**src/rtl/uart_rx_framer_pkg.sv**
```systemverilog
// uart_rx_framer_pkg: shared state encodings, default baud divisor and the bit-vote helper.
// UART_RX_PARITY_EN (default off) switches the frame from 8N1 to 8E1.
package uart_rx_framer_pkg;
  localparam int CLKS_PER_BIT_DEFAULT = 104;
  typedef enum logic [5:0] {
    IDLE   = 6'b000001,
    START  = 6'b000010,
    DATA   = 6'b000100,
    PARITY = 6'b001000,
    STOP   = 6'b010000,
    BREAK  = 6'b100000
  } state_e;
  function automatic logic maj3(input logic a, input logic b, input logic c);
    return (a & b) | (a & c) | (b & c);
  endfunction
endpackage

```
**src/rtl/uart_rx_framer_if.sv**
```systemverilog
// uart_rx_framer_if: host line in, received byte stream and sticky error flags out.
interface uart_rx_framer_if;
  logic       rx_i;
  logic       clear_errors_i;
  logic [7:0] read_data_o;
  logic       read_valid_o;
  logic       busy_o;
  logic       error_framing_o;
  logic       error_glitch_o;
  logic       error_parity_o;
  modport master (output rx_i, clear_errors_i,
                  input read_data_o, read_valid_o, busy_o, error_framing_o, error_glitch_o, error_parity_o);
  modport slave  (input rx_i, clear_errors_i,
                  output read_data_o, read_valid_o, busy_o, error_framing_o, error_glitch_o, error_parity_o);
endinterface

```
**src/rtl/uart_rx_framer_sync_2ff.sv**
```systemverilog
// sync_2ff: generic two-flop synchronizer for asynchronous single-bit inputs.
module sync_2ff #(
  parameter logic RESET_VAL = 1'b1
) (
  input  logic clock,
  input  logic reset,
  input  logic d_i,
  output logic q_o
);
  logic [1:0] sync_q;
  always_ff @(posedge clock) begin
    if (!reset) sync_q <= {2{RESET_VAL}};
    else        sync_q <= {sync_q[0], d_i};
  end
  assign q_o = sync_q[1];
endmodule

```
**src/rtl/uart_rx_framer.sv**
```systemverilog
// uart_rx_framer: oversampling UART receiver emitting one byte per character with sticky errors.
// Define UART_RX_PARITY_EN for 8E1 framing; the default build is 8N1 with error_parity_o tied low.
module uart_rx_framer
  import uart_rx_framer_pkg::*;
#(
  parameter int CLKS_PER_BIT = CLKS_PER_BIT_DEFAULT
) (
  input logic            clock,
  input logic            reset,
  uart_rx_framer_if.slave bus
);
  localparam int MID = CLKS_PER_BIT / 2;
  localparam int CW  = $clog2(CLKS_PER_BIT);
  logic          rx_sync;
  state_e        state_q;
  logic [CW-1:0] cnt_q, cnt_d;
  logic [2:0]    bit_q;
  logic [1:0]    samp_q;
  logic [7:0]    shift_q, data_q;
  logic          valid_q, par_bad_q;
  logic          err_frm_q, err_glt_q, err_par_q;
  logic          at_dec, maj;
  sync_2ff #(.RESET_VAL(1'b1)) u_sync (
    .clock(clock),
    .reset(reset),
    .d_i  (bus.rx_i),
    .q_o  (rx_sync)
  );
  always_comb begin
    cnt_d  = (cnt_q == CW'(CLKS_PER_BIT - 1)) ? '0 : cnt_q + CW'(1);
    at_dec = (cnt_q == CW'(MID + 1));
    maj    = maj3(samp_q[0], samp_q[1], rx_sync);
  end
  // The cycle that first sees the line low counts as baud tick 0, so START is entered at tick 1.
  always_ff @(posedge clock) begin
    if (!reset) begin
      state_q   <= IDLE;
      cnt_q     <= '0;
      bit_q     <= '0;
      samp_q    <= '0;
      shift_q   <= '0;
      data_q    <= '0;
      valid_q   <= 1'b0;
      par_bad_q <= 1'b0;
      err_frm_q <= 1'b0;
      err_glt_q <= 1'b0;
      err_par_q <= 1'b0;
    end else begin
      valid_q <= 1'b0;
      cnt_q   <= cnt_d;
      if (cnt_q == CW'(MID - 1)) samp_q[0] <= rx_sync;
      if (cnt_q == CW'(MID))     samp_q[1] <= rx_sync;
      if (bus.clear_errors_i) begin
        err_frm_q <= 1'b0;
        err_glt_q <= 1'b0;
        err_par_q <= 1'b0;
      end
      case (state_q)
        IDLE: if (!rx_sync) begin
          state_q   <= START;
          cnt_q     <= CW'(1);
          par_bad_q <= 1'b0;
        end
        START: if (at_dec) begin
          state_q   <= maj ? IDLE : DATA;
          err_glt_q <= maj | (err_glt_q & ~bus.clear_errors_i);
          bit_q     <= '0;
        end
        DATA: if (at_dec) begin
          shift_q <= {maj, shift_q[7:1]};
          bit_q   <= bit_q + 3'd1;
`ifdef UART_RX_PARITY_EN
          if (bit_q == 3'd7) state_q <= PARITY;
`else
          if (bit_q == 3'd7) state_q <= STOP;
`endif
        end
`ifdef UART_RX_PARITY_EN
        PARITY: if (at_dec) begin
          state_q <= STOP;
          if (maj != ^shift_q) begin
            par_bad_q <= 1'b1;
            err_par_q <= 1'b1;
          end
        end
`endif
        STOP: if (at_dec) begin
          if (maj) begin
            state_q <= IDLE;
            valid_q <= ~par_bad_q;
            if (!par_bad_q) data_q <= shift_q;
          end else begin
            state_q   <= BREAK;
            err_frm_q <= 1'b1;
          end
        end
        BREAK: if (rx_sync) state_q <= IDLE;
        default: state_q <= IDLE;
      endcase
    end
  end
  assign bus.read_data_o     = data_q;
  assign bus.read_valid_o    = valid_q;
  assign bus.busy_o          = (state_q != IDLE);
  assign bus.error_framing_o = err_frm_q;
  assign bus.error_glitch_o  = err_glt_q;
  assign bus.error_parity_o  = err_par_q;
endmodule

```
**src/flat_wrapper.sv**
```systemverilog
// flat-port wrapper written by rule: the top's interface ports become plain ports
module uart_rx_framer_flat import uart_rx_framer_pkg::*;
#(
  parameter int CLKS_PER_BIT = CLKS_PER_BIT_DEFAULT
)
  (clock, reset, bus_rx_i, bus_clear_errors_i, bus_read_data_o, bus_read_valid_o, bus_busy_o, bus_error_framing_o, bus_error_glitch_o, bus_error_parity_o);
  uart_rx_framer_if bus_i ();
  input logic clock;
  input logic reset;
  input wire logic [$bits(bus_i.rx_i)-1:0] bus_rx_i;
  input wire logic [$bits(bus_i.clear_errors_i)-1:0] bus_clear_errors_i;
  output wire logic [$bits(bus_i.read_data_o)-1:0] bus_read_data_o;
  output wire logic [$bits(bus_i.read_valid_o)-1:0] bus_read_valid_o;
  output wire logic [$bits(bus_i.busy_o)-1:0] bus_busy_o;
  output wire logic [$bits(bus_i.error_framing_o)-1:0] bus_error_framing_o;
  output wire logic [$bits(bus_i.error_glitch_o)-1:0] bus_error_glitch_o;
  output wire logic [$bits(bus_i.error_parity_o)-1:0] bus_error_parity_o;
  assign bus_i.rx_i = bus_rx_i;
  assign bus_i.clear_errors_i = bus_clear_errors_i;
  assign bus_read_data_o = bus_i.read_data_o;
  assign bus_read_valid_o = bus_i.read_valid_o;
  assign bus_busy_o = bus_i.busy_o;
  assign bus_error_framing_o = bus_i.error_framing_o;
  assign bus_error_glitch_o = bus_i.error_glitch_o;
  assign bus_error_parity_o = bus_i.error_parity_o;
  uart_rx_framer #(.CLKS_PER_BIT(CLKS_PER_BIT)) u_core (.clock(clock), .reset(reset), .bus(bus_i));
endmodule
```
**config.mk**
```make
export PLATFORM = sky130hd
export DESIGN_NAME = uart_rx_framer_flat
export DESIGN_NICKNAME = d
export VERILOG_FILES = /design/src/rtl/uart_rx_framer_pkg.sv /design/src/rtl/uart_rx_framer_if.sv /design/src/rtl/uart_rx_framer_sync_2ff.sv /design/src/rtl/uart_rx_framer.sv /design/src/flat_wrapper.sv
export SDC_FILE = /design/constraint.sdc
export NUM_CORES = 1
export LEC_CHECK = 0
export ABC_AREA = 1
export CAP_MARGIN = 20
export CORE_ASPECT_RATIO = 0.6
export CORE_MARGIN = 10
export CORE_UTILIZATION = 62
export CTS_BUF_LIST = sky130_fd_sc_hd__clkbuf_8
export CTS_CLUSTER_DIAMETER = 120
export DETAILED_ROUTE_END_ITERATION = 10
export PLACE_DENSITY = 0.86
export RECOVER_POWER = 50
export SYNTH_ARGS = -nofsm -noshare
export SYNTH_HDL_FRONTEND = slang
export SYNTH_SLANG_ARGS = --single-unit
```
**constraint.sdc**
```tcl
create_clock -name clock -period 2.4 [get_ports clock]
set_input_delay 0.48 -clock clock [delete_from_list [all_inputs] [get_ports clock]]
set_output_delay 0.48 -clock clock [all_outputs]
set_load 0.1 [all_outputs]
```
**Word-level counts from Yosys, hierarchy flattened**

Index checks and enable logic that the tools add are counted.

- Eq/ne operators: 17
- Reduce and logical (&&, ||, !) cells: 6
- Add/sub/neg operators: 2
- Mux-type cells: 22
- Bitwise logic cells: 8

Operator list:

| kind | number |
|---|---|
| two-way mux 6 bit | 7 |
| one-hot mux 6 bit (5 select lines) | 1 |
| equality test 7 x 6 -> 1 bit, second input constant | 3 |
| two-way mux 7 bit | 3 |
| two-way mux 3 bit | 3 |
| inequality test 2 x 1 -> 1 bit, second input constant | 4 |
| adder 7 x 1 -> 7 bit, second input constant | 1 |
| equality test 7 bit, second input constant | 1 |
| two-way mux 1 bit | 7 |
| equality test 6 x 1 -> 1 bit, second input constant | 1 |
| equality test 6 x 2 -> 1 bit, second input constant | 1 |
| equality test 6 x 3 -> 1 bit, second input constant | 1 |
| equality test 6 x 5 -> 1 bit, second input constant | 1 |
| equality test 6 bit, second input constant | 1 |
| inequality test 6 x 1 -> 1 bit, second input constant | 1 |
| one-hot mux 3 bit (2 select lines) | 1 |
| AND reduction 3 bit | 2 |
| AND reduction 6 bit | 1 |
| bitwise AND 1 bit | 4 |
| inequality test 2 bit, second input constant | 2 |
| AND reduction 4 bit | 1 |
| adder 3 x 1 -> 3 bit, second input constant | 1 |
| equality test 3 bit, second input constant | 1 |
| bitwise OR 1 bit | 3 |
| 3 further kinds | 3 |

- Logic and storage cells: 66
- Input port bits: 4
- Output and inout port bits: 13
- Register bits: 39

**Longest topological paths before layout**

Gate-level depths: netlist of the first run.

- Word-level depth: 6
- Mapped depth: 9
- Mapped depth without buffers: 9

**Modules after synthesis**

From an unflattened synthesis of the first run, not the netlist that was laid out.

- Cell total of the unflattened synthesis: 241
- Area total of the unflattened synthesis: 1,765.4 um2

Modules (own cells, without submodules):

| module | cells an instance | instances | seq. area each (um2) | area an instance (um2) |
|---|---|---|---|---|
| uart_rx_framer | 235 | 1 | 720.7 | 1,710.4 |
| sync_2ff | 6 | 1 | 40.0 | 55.1 |

**Worst setup path after synthesis of the first run**

OpenSTA, ideal clock, no wires.

- Kind: reg2reg
- Start point: register u_core.state_q[0]
- End point: register u_core.state_q[0]
- Data arrival time: 1.756 ns
- Buffers on the path: 0
- Setup time: 0.120 ns
- Required time: 2.280 ns
- Cell stages (with the launch flop): 7
- Setup slack: 0.525 ns
- Cell sequence: dfxtp_1 -> inv_1 -> nor2_1 -> nand3_1 -> nand4_1 -> and2_1 -> o21bai_2

- Longest elaborated chain between the ends: 3
- Elaborated cells between the ends (all ways): 13

RTL lines:

| element | RTL line | RTL |
|---|---|---|
| start: declaration | uart_rx_framer.sv:15 | `state_e state_q;` |
| start signal: assignment | uart_rx_framer.sv:65 | `state_q <= maj ? IDLE : DATA;` |
| equality test 6 x 5 -> 1 bit, or another cell as far along | uart_rx_framer.sv:58 | `case (state_q)` |
| inequality test 2 x 1 -> 1 bit (no line) or inequality test 2 bit (tied branches) | n/a |  |
| AND reduction 6 bit (no line) | n/a |  |

Parallel ways exist; a longest one is shown, timed or not.
A chain may end at the register's enable or synchronous reset.

**Final worst setup path of the first run**

- Start point: register u_core.data_q[4] (netlist: u_core.bus.read_data_o[4])
- End point: output port bus_read_data_o[4]

RTL lines:

| element | RTL line | RTL |
|---|---|---|
| start: declaration | uart_rx_framer.sv:19 | `logic [7:0] shift_q, data_q;` |
| start signal: assignment | uart_rx_framer.sv:91 | `if (!par_bad_q) data_q <= shift_q;` |
| end: declaration | flat_wrapper.sv:12 | `output wire logic [$bits(bus_i.read_data_o)-1:0] bus_read_data_o;` |

No word-level cell between the ends.

==> impl_metrics.env, run 1 <==
export IMPL_rows=14
export IMPL_crit_arrival_ps=1510
export IMPL_min_period_ps=1990
export IMPL_worstPathMaxFanout=2
export IMPL_cp_cell_sequence="clkbuf_1"
export IMPL_cts_root_buf="clkbuf_8"
export IMPL_ant_nets=0
export IMPL_die_x_um=87.6
export IMPL_grt_pass1_vias=1348
export IMPL_yosysWarnings=0
export IMPL_route_detailed_wl_per_inst_um=13.7
export IMPL_seq_area_frac_synth_pct=44.7
export IMPL_crit_family="buffers and inverters"
export IMPL_synth_area_top_cells="dfxtp_1, nor2_1, nand2_1"
export IMPL_fin_skew_ps=5.38
export IMPL_antenna_found_initial=0
export IMPL_initial_utilization_pct=66.5
export IMPL_post_synth_num_cell_types=32
export IMPL_cts_sinks=38
export IMPL_via_count=1459
export IMPL_cts_tree="yes"
export IMPL_async_reset_ff_share_pct=0
export IMPL_start_kind="register"
export IMPL_slew_headroom_pct=21.7
export IMPL_timing_final_crit_share_pct=82.9
export IMPL_portBuffers=15
export IMPL_powerDensity_nw_per_um2=787
export IMPL_htreeDepth=2
export IMPL_clk_path_buf_depth=2
export IMPL_grt_pass1_wl_um=5990
export IMPL_cp_required_ps=1920
export IMPL_drive_gt1_share_pct=13.0
export IMPL_cpPeakStageDelay_ps=870
export IMPL_whs_path_depth=1
export IMPL_path_clk_slew_ps=70
export IMPL_io_pins=17
export IMPL_hold_viol_final=0
export IMPL_antenna_cells=0
export IMPL_fin_util_pct=72.9
export IMPL_end_kind="output port"
export IMPL_synthFlopType="dfxtp_1"
export IMPL_core_um2=2560
export IMPL_grt_overflow=0
export IMPL_setup_viol=0
export IMPL_routabilityCongestion=0.861
export IMPL_finalPower_w=0.00147
export IMPL_dr_pass1_iters=4
export IMPL_hold_class="reg2reg"
export IMPL_grtUsageTotal_pct=14.5
export IMPL_syn_to_final_growth_pct=9.64
export IMPL_grt_max_degree=17
export IMPL_netlist_area_um2=1700
export IMPL_ir_drop_uv=460
export IMPL_synth_edf_count=0
export IMPL_fin_nets=247
export IMPL_tightest_slew_ps=1180
export IMPL_wl_um=3710
export IMPL_status="complete, no violations"
export IMPL_cts_setup_buffers=0
export IMPL_viasPerCell=5.38
export IMPL_synth_seq_cells=38
export IMPL_maxSlewViolCount=0
export IMPL_clk_latency_ps=300
export IMPL_drc=0
export IMPL_cts_inserted_buffers=5
export IMPL_synth_top_cell_area_share_pct=44.7
export IMPL_post_synth_cell_area_avg_um2=7.76
export IMPL_die_area_um2=5310
export IMPL_hold_slack_ps=428
export IMPL_fp_dieH_um=60.6
export IMPL_p_leak_nw=0.789
export IMPL_maxCapViolCount=0
export IMPL_cp_num_buf_inv=1
export IMPL_rsz0062_at_grt="no"
export IMPL_crit_slowest_cell="clkbuf_1"
export IMPL_yosysTopAreaCell="dfxtp_1"
export IMPL_synth_nets=228
export IMPL_cts_resized=0
export IMPL_r2r_worst_path_cells=7
export IMPL_dp_hpwl_um=2730
export IMPL_fin_setup_tns_ps=0
export IMPL_fillerInstances=197
export IMPL_cp_depth=1
export IMPL_syn_inst=219
export IMPL_cts_hold_buf=0
export IMPL_drt_iter0_drc=128
export IMPL_clock_fmax_ghz=0.503
export IMPL_worstSetupPathType="reg2out"
## cell usage in the layout, fill, tap and decap left out, types with 6 or more instances in the layout
cell      Yosys  layout
a21oi_1      16      17
clkbuf_1      1      12
clkbuf_8      0       6
dfxtp_1      38      38
inv_1        19      20
nand2_1      32      32
nand3_1      20      21
nor2_1       35      36
o21ai_0       7       7
## routing by layer
metal	vias up	track usage, %	routed length [um]
met4	0	5.43	89
met2	58	23.2	1610
li1	740	-	-
met1	649	16.7	1660
met5	-	0	0
met3	12	6.95	343
## power breakdown
| group | internal [W] | total (W) | switching [W] |
|---|---|---|---|
| Sequential | 0.000656 | 0.000683 | 0.0000268 |
| Combinational | 0.0000960 | 0.000330 | 0.000234 |
| Clock | 0.000227 | 0.000455 | 0.000228 |
## metrics by stage
step,setup WS (ps),cells,cell area (um^2)
2_1_floorplan,525,219,1700
3_3_place_gp,694,263,1840
3_5_place_dp,657,263,1840
4_1_cts,645,271,1930
5_1_grt,341,271,1860
6_report,411,271,1860
## cell type report
class	count	area (um^2)	share of cell area, %
inverters	23	87.6	4.70
clock buffers	6	82.6	4.43
multi-input cells	153	795	42.6
clock inverters	2	8.76	0.470
flip-flops and latches	38	761	40.8
well taps	32	40.0	2.15
repair buffers	17	90.1	4.83
## kinds of logic (layout without fill, tap and decap cells)
family          after synthesis  in the layout  synth area share (%)
fa+ha+maj                     5              5                  3.68
flops                        38             38                  44.7
compound gates               33             33                  10.7
simple gates                112            112                  32.2
other cells                   1              1                 0.221
buf+inv                      28             48                  7.43
xor+xnor                      2              2                  1.03
## state kept, by name, indices dropped and copies added (netlist names)
register / count
u_core.bus.read_data_o: 8
u_core.shift_q: 8
u_core.cnt_q: 7
u_core.state_q: 5
u_core.bit_q: 3
u_core.samp_q: 2
u_core.u_sync.sync_q: 2
u_core.bus.error_framing_o: 1
u_core.bus.error_glitch_o: 1
u_core.bus.read_valid_o: 1
## worst paths after layout
path,from,to,slack [ps]
max,u_core.bus.read_data_o[4],bus_read_data_o[4],410
min,u_core.u_sync.sync_q[0],u_core.u_sync.sync_q[1],430
max reg2reg,u_core.cnt_q[2],u_core.shift_q[5],630
min reg2reg,u_core.u_sync.sync_q[0],u_core.u_sync.sync_q[1],430
## cell usage after synthesis, drive strengths merged, types with 2 or more instances
| library cell | count |
|---|---|
| nand4 | 3 |
| a21oi | 18 |
| o21ai | 12 |
| xor2 | 2 |
| ha | 5 |
| or2 | 3 |
| dfxtp | 38 |
| clkbuf | 2 |
| inv | 21 |
| buf | 3 |
| clkinv | 2 |
| nor2 | 43 |
| nand3 | 23 |
| nand2 | 37 |
Note: power is estimated with default switching activity, not from simulation.
==> run 2, diff against run 1 <==
- CORE_UTILIZATION: 62 -> 58
- PLACE_DENSITY: 0.86 -> 0.81
- clock period: 2.4 -> 1.9 ns (I/O delays scaled with it)
==> run 2 against run 1 <==
Flip-flop and latch count did not move; cell area is 2.3% higher; via count shrank 2.7%; first-iteration DRC count down 22%; clock skew down 3.5 ps; worst setup slack got worse by 210 ps; largest power group unchanged; clock power rose by 16%; sequential share of layout area down 0.91 points; utilization shrank 5.6 points; count of clock-buffer cells in the layout stayed put; worst hold slack worse by 2.6 ps.
==> impl_metrics.env, run 2 (same netlist as run 1, synthesis figures left out) <==
export IMPL_status="complete, no violations"
export IMPL_drive_gt1_share_pct=17.6
export IMPL_cts_hold_buf=0
export IMPL_grt_pass1_wl_um=6010
export IMPL_cts_root_buf="clkbuf_8"
export IMPL_timing_final_crit_share_pct=89.4
export IMPL_final_cell_mix="dfxtp_1, nor2_1, nand2_1, nand3_1, inv_1"
export IMPL_cts_tree="yes"
export IMPL_die_area_um2=5570
export IMPL_grt_pass1_vias=1319
export IMPL_routabilityCongestion=0.813
export IMPL_wl_um=3420
export IMPL_ir_drop_uv=656
export IMPL_initial_utilization_pct=60.0
export IMPL_fin_nets=248
export IMPL_route_detailed_wl_per_inst_um=12.2
export IMPL_rsz0062_at_grt="no"
export IMPL_io_pins=17
export IMPL_fp_dieH_um=61.9
export IMPL_grt_max_degree=16
export IMPL_p_leak_nw=0.825
export IMPL_via_count=1419
export IMPL_crit_arrival_ps=1320
export IMPL_ant_nets=0
export IMPL_fin_ws_ps=202
export IMPL_grtUsageTotal_pct=13.4
export IMPL_powerDensity_nw_per_um2=968
export IMPL_clk_latency_ps=280
export IMPL_crit_slowest_cell="dfxtp_1"
export IMPL_place_ws_ps=412
export IMPL_grt_overflow=0
export IMPL_fin_setup_tns_ps=0
export IMPL_maxCapViolCount=0
export IMPL_cp_num_buf_inv=1
export IMPL_cp_cell_sequence="nor2_1 > nand3_1 > buf_12"
export IMPL_path_clk_slew_ps=70
export IMPL_cts_sinks=38
export IMPL_dr_pass1_iters=4
export IMPL_hold_class="reg2reg"
export IMPL_die_x_um=89.9
export IMPL_rows=15
export IMPL_clk_path_buf_depth=2
export IMPL_core_um2=2830
export IMPL_htreeDepth=2
export IMPL_antenna_cells=0
export IMPL_cts_setup_buffers=0
export IMPL_worstSetupPathType="reg2out"
export IMPL_maxSlewViolCount=0
export IMPL_cp_required_ps=1520
export IMPL_viasPerCell=5.07
export IMPL_drt_iter0_drc=100
export IMPL_cts_inserted_buffers=5
export IMPL_syn_to_final_growth_pct=12.1
export IMPL_hold_viol_final=0
export IMPL_min_period_ps=1700
export IMPL_tightest_slew_ps=644
export IMPL_end_kind="output port"
export IMPL_antenna_found_initial=0
export IMPL_worstPathMaxFanout=5
export IMPL_fin_skew_ps=1.86
export IMPL_slew_headroom_pct=56.6
export IMPL_dp_hpwl_um=2580
export IMPL_setup_viol=0
export IMPL_clock_fmax_ghz=0.589
export IMPL_portBuffers=15
export IMPL_layout_commonest_cell="dfxtp_1"
export IMPL_fillerInstances=250
export IMPL_cpPeakStageDelay_ps=340
export IMPL_crit_family="simple AND/OR/NAND/NOR gates"
export IMPL_start_kind="register"
export IMPL_cts_resized=0
export IMPL_drc=0
run 2: cell types whose count changed in the layout (fill, tap and decap cells not counted), sizes merged:
cell and change:
inv -1, clkinv -1, dlygate4sd3 +1, buf +1
clkdlybuf4s50 -1
run 2: where the power goes:
group	internal (W)	total [W]	switching, W
Sequential	0.000829	0.000859	0.0000294
Combinational	0.000149	0.000459	0.000310
Clock	0.000279	0.000529	0.000249
run 2: worst paths after layout:
kind	end	slack [ps]	start	cells after the start
setup / recovery	bus_busy_o	200	u_core.state_q[2]	3
hold reg to reg	u_core.u_sync.sync_q[1]	430	u_core.u_sync.sync_q[0]	1
setup reg to reg	u_core.bus.read_data_o[4]	260	u_core.u_sync.sync_q[1]	7
hold / removal	u_core.u_sync.sync_q[1]	430	u_core.u_sync.sync_q[0]	1
run 2: metal layers:
metal  global-route usage (%)  routed length, um
met5                        0                  0
met4                     6.31                 45
met2                     18.9               1320
met1                     17.4               1730
met3                     5.64                320
run 2: through the flow:
stage | hold WS, ps | power, W | cells | utilization, % | area (um^2)
final | 425 | 0.00185 | 280 | 67.3 | 1910
after global routing | 432 | 0.00195 | 280 | 67.3 | 1910
after CTS | 429 | 0.00187 | 280 | 68.9 | 1950
after detailed placement | 411 | 0.00135 | 274 | 66.0 | 1870
after global placement | 396 | 0.00134 | 274 | 66.0 | 1870
after floorplan | 393 | 0.00122 | 219 | - | 1700
run 2: layout make-up:
| type | count | area, um^2 | area share, % |
|---|---|---|---|
| well taps | 42 | 52.6 | 2.76 |
| inverters | 23 | 87.6 | 4.59 |
| multi-input cells | 153 | 800 | 41.9 |
| flip-flops and latches | 38 | 761 | 39.9 |
| clock buffers | 6 | 82.6 | 4.33 |
| repair buffers | 18 | 124 | 6.50 |
